## config.mk

```make
export PLATFORM = sky130hd
export DESIGN_NAME = bg_scene_ctrl_flat
export DESIGN_NICKNAME = d
export VERILOG_FILES = /design/src/rtl/bg_scene_ctrl_if.sv /design/src/rtl/bg_scene_ctrl.sv /design/src/flat_wrapper.sv
export SDC_FILE = /design/constraint.sdc
export NUM_CORES = 1
export LEC_CHECK = 0
export ABC_AREA = 1
export CAP_MARGIN = 30
export CORE_MARGIN = 4
export CORE_UTILIZATION = 45
export DETAILED_ROUTE_END_ITERATION = 8
export HOLD_SLACK_MARGIN = 0.06
export PLACE_DENSITY = 0.66
export SYNTH_ARGS = -nofsm -noshare
export SYNTH_HDL_FRONTEND = slang
export SYNTH_SLANG_ARGS = --single-unit
```

## constraint.sdc

```tcl
create_clock -name clk -period 2.35 [get_ports clk]
set_clock_uncertainty 0.05 [all_clocks]
set_input_delay 0.5875 -clock clk [delete_from_list [all_inputs] [get_ports clk]]
set_output_delay 0.5875 -clock clk [all_outputs]
set_load 0.02 [all_outputs]
```

## src/rtl/bg_scene_ctrl_if.sv

```systemverilog
// VGA timing stream as seen by the background stages.
// The scene sequencer only monitors vertical blanking.
interface vga_if;
    logic vblnk;

    modport master (output vblnk);
    modport slave  (input  vblnk);
    modport in     (input  vblnk);
endinterface

```

## src/rtl/bg_scene_ctrl.sv

```systemverilog
// Frame-synchronous scene sequencer for the background stage: collects game
// events at any time and applies them only on the rising edge of vblnk.
module bg_scene_ctrl #(
    parameter int FADE_STEP    = 2,
    parameter int FLASH_FRAMES = 8
) (
    input  logic        clk,
    input  logic        rst,
    vga_if.in           vga_in,
    input  logic        start_req,
    input  logic        hit_req,
    input  logic        over_req,
    output logic [11:0] bg_rgb,
    output logic        border_en,
    output logic [2:0]  scene,
    output logic        frame_tick
);

    typedef enum logic [2:0] {
        TITLE    = 3'd0,
        FADE     = 3'd1,
        PLAY     = 3'd2,
        FLASH    = 3'd3,
        GAMEOVER = 3'd4
    } scene_e;

    localparam logic [7:0] STEP_LAST = 8'(FADE_STEP - 1);
    localparam logic [7:0] FLASH_LEN = 8'(FLASH_FRAMES);

    scene_e      state_q, state_d;
    logic        vblnk_q;
    logic [3:0]  lvl_q, lvl_d;
    logic [7:0]  step_q, step_d;
    logic [7:0]  cnt_q, cnt_d;
    logic        p_start_q, p_start_d;
    logic        p_hit_q, p_hit_d;
    logic        p_over_q, p_over_d;
    logic [11:0] rgb_q, rgb_d;
    logic        border_q, border_d;
    logic        tick_q;

    logic        fb;
    logic        start_ok, hit_ok, over_ok;
    logic        want_start, want_hit, want_over;

    function automatic logic [11:0] scene_rgb(scene_e s, logic [3:0] lvl, logic [7:0] cnt);
        case (s)
            TITLE:    return 12'h004;
            FADE:     return {lvl, lvl, lvl};
            PLAY:     return 12'h111;
            FLASH:    return cnt[0] ? 12'h111 : 12'hF00;
            GAMEOVER: return 12'h400;
            default:  return 12'h004;
        endcase
    endfunction

    assign fb = vga_in.vblnk & ~vblnk_q;

    // Requests are filtered by the scene they arrive in, not the one they land in.
    assign start_ok = start_req & ((state_q == TITLE) || (state_q == GAMEOVER));
    assign hit_ok   = hit_req   & ((state_q == PLAY)  || (state_q == FLASH));
    assign over_ok  = over_req  & ((state_q == FADE)  || (state_q == PLAY) || (state_q == FLASH));

    assign want_start = p_start_q | start_ok;
    assign want_hit   = p_hit_q   | hit_ok;
    assign want_over  = p_over_q  | over_ok;

    always_comb begin
        p_start_d = fb ? 1'b0 : want_start;
        p_hit_d   = fb ? 1'b0 : want_hit;
        p_over_d  = fb ? 1'b0 : want_over;
    end

    always_comb begin
        state_d = state_q;
        lvl_d   = lvl_q;
        step_d  = step_q;
        cnt_d   = cnt_q;
        if (fb) begin
            if (want_over) begin
                state_d = GAMEOVER;
            end else if (want_hit) begin
                state_d = FLASH;
                cnt_d   = 8'd0;
            end else if (want_start) begin
                state_d = FADE;
                lvl_d   = 4'hF;
                step_d  = 8'd0;
            end else begin
                case (state_q)
                    FADE: begin
                        if (step_q == STEP_LAST) begin
                            step_d = 8'd0;
                            // Level 1 is never shown; PLAY takes over instead.
                            if (lvl_q == 4'd2) state_d = PLAY;
                            else               lvl_d   = lvl_q - 4'd1;
                        end else begin
                            step_d = step_q + 8'd1;
                        end
                    end
                    FLASH: begin
                        cnt_d = cnt_q + 8'd1;
                        if (cnt_d == FLASH_LEN) state_d = PLAY;
                    end
                    default: ;
                endcase
            end
        end
        rgb_d    = scene_rgb(state_d, lvl_d, cnt_d);
        border_d = (state_d != GAMEOVER);
    end

    always_ff @(posedge clk) begin
        if (rst) begin
            state_q   <= TITLE;
            vblnk_q   <= 1'b0;
            lvl_q     <= 4'd0;
            step_q    <= 8'd0;
            cnt_q     <= 8'd0;
            p_start_q <= 1'b0;
            p_hit_q   <= 1'b0;
            p_over_q  <= 1'b0;
            rgb_q     <= 12'h004;
            border_q  <= 1'b1;
            tick_q    <= 1'b0;
        end else begin
            state_q   <= state_d;
            vblnk_q   <= vga_in.vblnk;
            lvl_q     <= lvl_d;
            step_q    <= step_d;
            cnt_q     <= cnt_d;
            p_start_q <= p_start_d;
            p_hit_q   <= p_hit_d;
            p_over_q  <= p_over_d;
            rgb_q     <= rgb_d;
            border_q  <= border_d;
            tick_q    <= fb;
        end
    end

    assign scene      = state_q;
    assign bg_rgb     = rgb_q;
    assign border_en  = border_q;
    assign frame_tick = tick_q;

endmodule

```

## src/flat_wrapper.sv

```systemverilog
// flat-port wrapper written by rule: the top's interface ports become plain ports
module bg_scene_ctrl_flat 
#(
    parameter int FADE_STEP    = 2,
    parameter int FLASH_FRAMES = 8
)
  (clk, rst, start_req, hit_req, over_req, bg_rgb, border_en, scene, frame_tick, vga_in_vblnk);
  vga_if vga_in_i ();
  input  logic clk;
  input  logic rst;
  input  logic start_req;
  input  logic hit_req;
  input  logic over_req;
  output logic [11:0] bg_rgb;
  output logic border_en;
  output logic [2:0] scene;
  output logic frame_tick;
  input wire logic [$bits(vga_in_i.vblnk)-1:0] vga_in_vblnk;
  assign vga_in_i.vblnk = vga_in_vblnk;
  bg_scene_ctrl #(.FADE_STEP(FADE_STEP), .FLASH_FRAMES(FLASH_FRAMES)) u_core (.clk(clk), .rst(rst), .vga_in(vga_in_i), .start_req(start_req), .hit_req(hit_req), .over_req(over_req), .bg_rgb(bg_rgb), .border_en(border_en), .scene(scene), .frame_tick(frame_tick));
endmodule
```

==> results.json <==
{
  "whs_ns": 0.430,
  "end_kind": "flop",
  "clk-insertion-delay-late_ns": 0.29,
  "nFillCells": 407,
  "hold_viol": 0,
  "dieArea_sq_mm": 0.00557,
  "avgSynthCellArea_sq_um": 7.29,
  "p_int_uw": 1240,
  "fin_util": 0.601,
  "clkTransAtPathRegs_ns": 0.08,
  "dpl.hpwl_microns": 3210,
  "netlist_area_sq_mm": 0.00200,
  "cpMaxStageDelayCell": "clkdlybuf4s50_1",
  "grt_pass1_wl_microns": 7150,
  "hold_buffers": 0,
  "cts_buffers": 5,
  "via_per_inst": 4.92,
  "syn_to_final_growth_pct": 24.6,
  "port_buffers": 22,
  "startpoint_type": "input port",
  "routed_wl_microns": 4240,
  "yosys_warnings": 0,
  "p_leak_uw": 0.00106,
  "p_sw_uw": 424,
  "synthTopCellsByArea": "dfxtp_1 (38%), nand2_1 (8.8%), inv_1 (7.7%)",
  "drive_gt1_frac": 0.167,
  "cts.sinks": 38,
  "synth_top_family_by_area": "simple AND/OR/NAND/NOR gates",
  "gr-usage-all-layers": 0.166,
  "htreeDepth": 2,
  "synthAdderAreaFrac": 0.0313,
  "io_pins": 23,
  "finalPower_uw": 1670,
  "max_slew.worst_pin.slew_ns": 0.317,
  "p_per_area_mw_per_mm2": 670,
  "firstDrtPassIters": 4,
  "cap_violations": 0,
  "maxSlewViolCount": 0,
  "grt_overflow": 0,
  "wl_per_cell_microns": 11.7,
  "timing_worst_setup_path_type": "in2reg",
  "cp_data_required_time_ns": 2.49,
  "crit_arrival_ns": 2.31,
  "combPwrFrac": 0.171,
  "synthCells": 274,
  "antenna-diode-count": 0,
  "rows": 23,
  "power.share.clock": 0.414,
  "crit_buf_inv": 5,
  "timing.fmax_mhz": 462,
  "synth-xor-area-share": 0.0175,
  "synth-simple-area-share": 0.330,
  "finalSetupViolCount": 0,
  "core_area_sq_mm": 0.00414,
  "peakVddDrop_mv": 0.339,
  "cts_tree": "done",
  "rsz0062_at_grt": "false",
  "grt_max_degree": 18,
  "die_h_microns": 74.6,
  "drt_drc_violations_left": 0,
  "ys_types": 36,
  "crit_fanout": 5,
  "ctsResizeCount": 0,
  "nNetsFinal": 322,
  "postCtsSetupBuffers": 0,
  "yosys.area.top_type": "dfxtp_1",
  "synth.top_cell.area_share": 0.381,
  "period_share": 0.922,
  "max_stage_delay_ns": 0.45,
  "synth_compound_area_frac": 0.134,
  "max_slew_margin": 0.787,
  "path_cells": "clkdlybuf4s50_1 > inv_1 > nor2_2 > inv_1 > nor2_4 > inv_1 > nor2_2 > nand2_2 > nand2_1 > nand3_1 > nand3_1 > nand3_1 > nand2_1 > inv_1",
  "seqCellArea_sq_um": 761,
  "dp.cells": 354,
  "synth_fp_nets": 285,
  "synth.area.mux_share": 0,
  "drt_iter0_drc": 131,
  "hp-class": "reg2reg",
  "grt_pass1_vias": 1580,
  "p_seq_frac": 0.415,
  "antenna_found_initial": 0,
  "vias": 1782,
  "yosysSeqAreaShare": 0.381,
  "cpLargestDelayFamily": "simple AND/OR/NAND/NOR gates",
  "fin_cells": 362,
  "run_status": "finished, final reports clean",
  "die_width_microns": 74.6,
  "gp_congestion": 0.860,
  "drtAntennaViolNets": 0,
  "initial_core_util": 0.482,
  "ys_seq_elements": 38,
  "cts_buffer_depth": 2,
  "cts-root-buf": "clkbuf_8",
  "multi_input_area_sq_mm": 0.00102,
  "crit_path_frequent_cell": "inv_1",
  "min_period_ns": 2.17,
  "swShare": 0.254,
  "tns_ns": 0
}
power by group through the flow:
stage	Combinational, uW	Clock, uW	Sequential [uW]
finish	285	691	691
global route	314	721	695
CTS	286	697	692
detailed placement	283	0	706
global placement	283	0	706
floorplan	162	0	721
cells by family after synthesis:
logic type	after synthesis
simple gates	130
buf+inv	51
compound gates	46
flops	38
fa+ha+maj	5
xor+xnor	4
through the flow:
step	area [sq um]	worst slack, ns
2_1_floorplan	2000	0.483
5_1_grt	2490	0.0273
6_report	2490	0.184
3_3_place_gp	2350	-0.0384
4_1_cts	2490	0.204
3_5_place_dp	2350	-0.107
cells in the mapped netlist, drive strengths merged:
master  count
nand3      29
nor2       34
dfxtp      38
o21ai      15
o21a        1
nor4        1
a21oi      22
ha          5
nor3b       2
inv        44
nand4       5
xnor2       1
a211oi      3
a21o        1
o21bai      3
xor2        3
clkbuf      1
nor3        4
a31oi       1
nand2      55
buf         6
final timing paths:
check | start | to | slack, ns | cells past startpoint
max reg2reg | u_core.cnt_q[0]$_SDFF_PP0_ | u_core.bg_rgb[10]$_SDFF_PP0_ | 0.44 | 14
min reg2reg | u_core.p_over_q$_SDFF_PP0_ | u_core.p_over_q$_SDFF_PP0_ | 0.43 | 2
max | vga_in_vblnk | u_core.bg_rgb[10]$_SDFF_PP0_ | 0.18 | 14
min | u_core.p_over_q$_SDFF_PP0_ | u_core.p_over_q$_SDFF_PP0_ | 0.43 | 2
cell usage in the layout (no fill, tap or decap):
cell type        count
a211oi_1             2
a211oi_2             1
a21o_1               1
a21oi_1             21
a21oi_2              1
a31oi_1              1
buf_4               15
bufinv_16            2
clkbuf_8             6
clkdlybuf4s50_1     22
dfxtp_1             38
ha_1                 5
inv_1               41
inv_2                3
nand2_1             47
nand2_2              6
nand2_4              2
nand3_1             25
nand3_2              4
nand4_1              5
nor2_1              25
nor2_2               3
nor2_4               6
nor3_1               4
nor3b_1              1
nor3b_2              1
nor4_1               1
o21a_1               1
o21ai_0             12
o21ai_1              2
o21ai_2              1
o21bai_1             2
o21bai_2             1
xnor2_1              1
xor2_1               3
metal layers:
layer | routed length [microns] | part of all wire | track usage
met3 | 254 | 0.060 | 0.0401
met2 | 1720 | 0.41 | 0.241
met4 | 51 | 0.012 | 0.0474
met5 | 0 | 0 | 0
met1 | 2210 | 0.52 | 0.245
final cells by class:
class,count,area share
Clock inverter,2,0.0241
Inverter,44,0.0664
Sequential cell,38,0.306
Timing Repair Buffer,37,0.134
Clock buffer,6,0.0332
Multi-Input combinational cell,185,0.412
Tap cell,50,0.0251
state kept, by name, indices dropped and copies added, names as in the netlist:
name	cells
u_core.bg_rgb	9
u_core.border_en	1
u_core.cnt_q	8
u_core.frame_tick	1
u_core.lvl_q	4
u_core.p_hit_q	1
u_core.p_over_q	1
u_core.p_start_q	1
u_core.scene	3
u_core.step_q	8
u_core.vblnk_q	1
worst register-to-register path, stage by stage (launching register included):
cell	delay (ns)
dfxtp_1	0.40
ha_1	0.21
nand3_1	0.13
o21bai_1	0.14
nand2_1	0.08
nor2_1	0.10
nand3_1	0.07
nand2_1	0.06
nand2_1	0.05
nand2_1	0.09
nand2_2	0.12
nand3_1	0.14
nand3_1	0.08
nand2_1	0.06
inv_1	0.04
(Power assumes the default switching activity.)
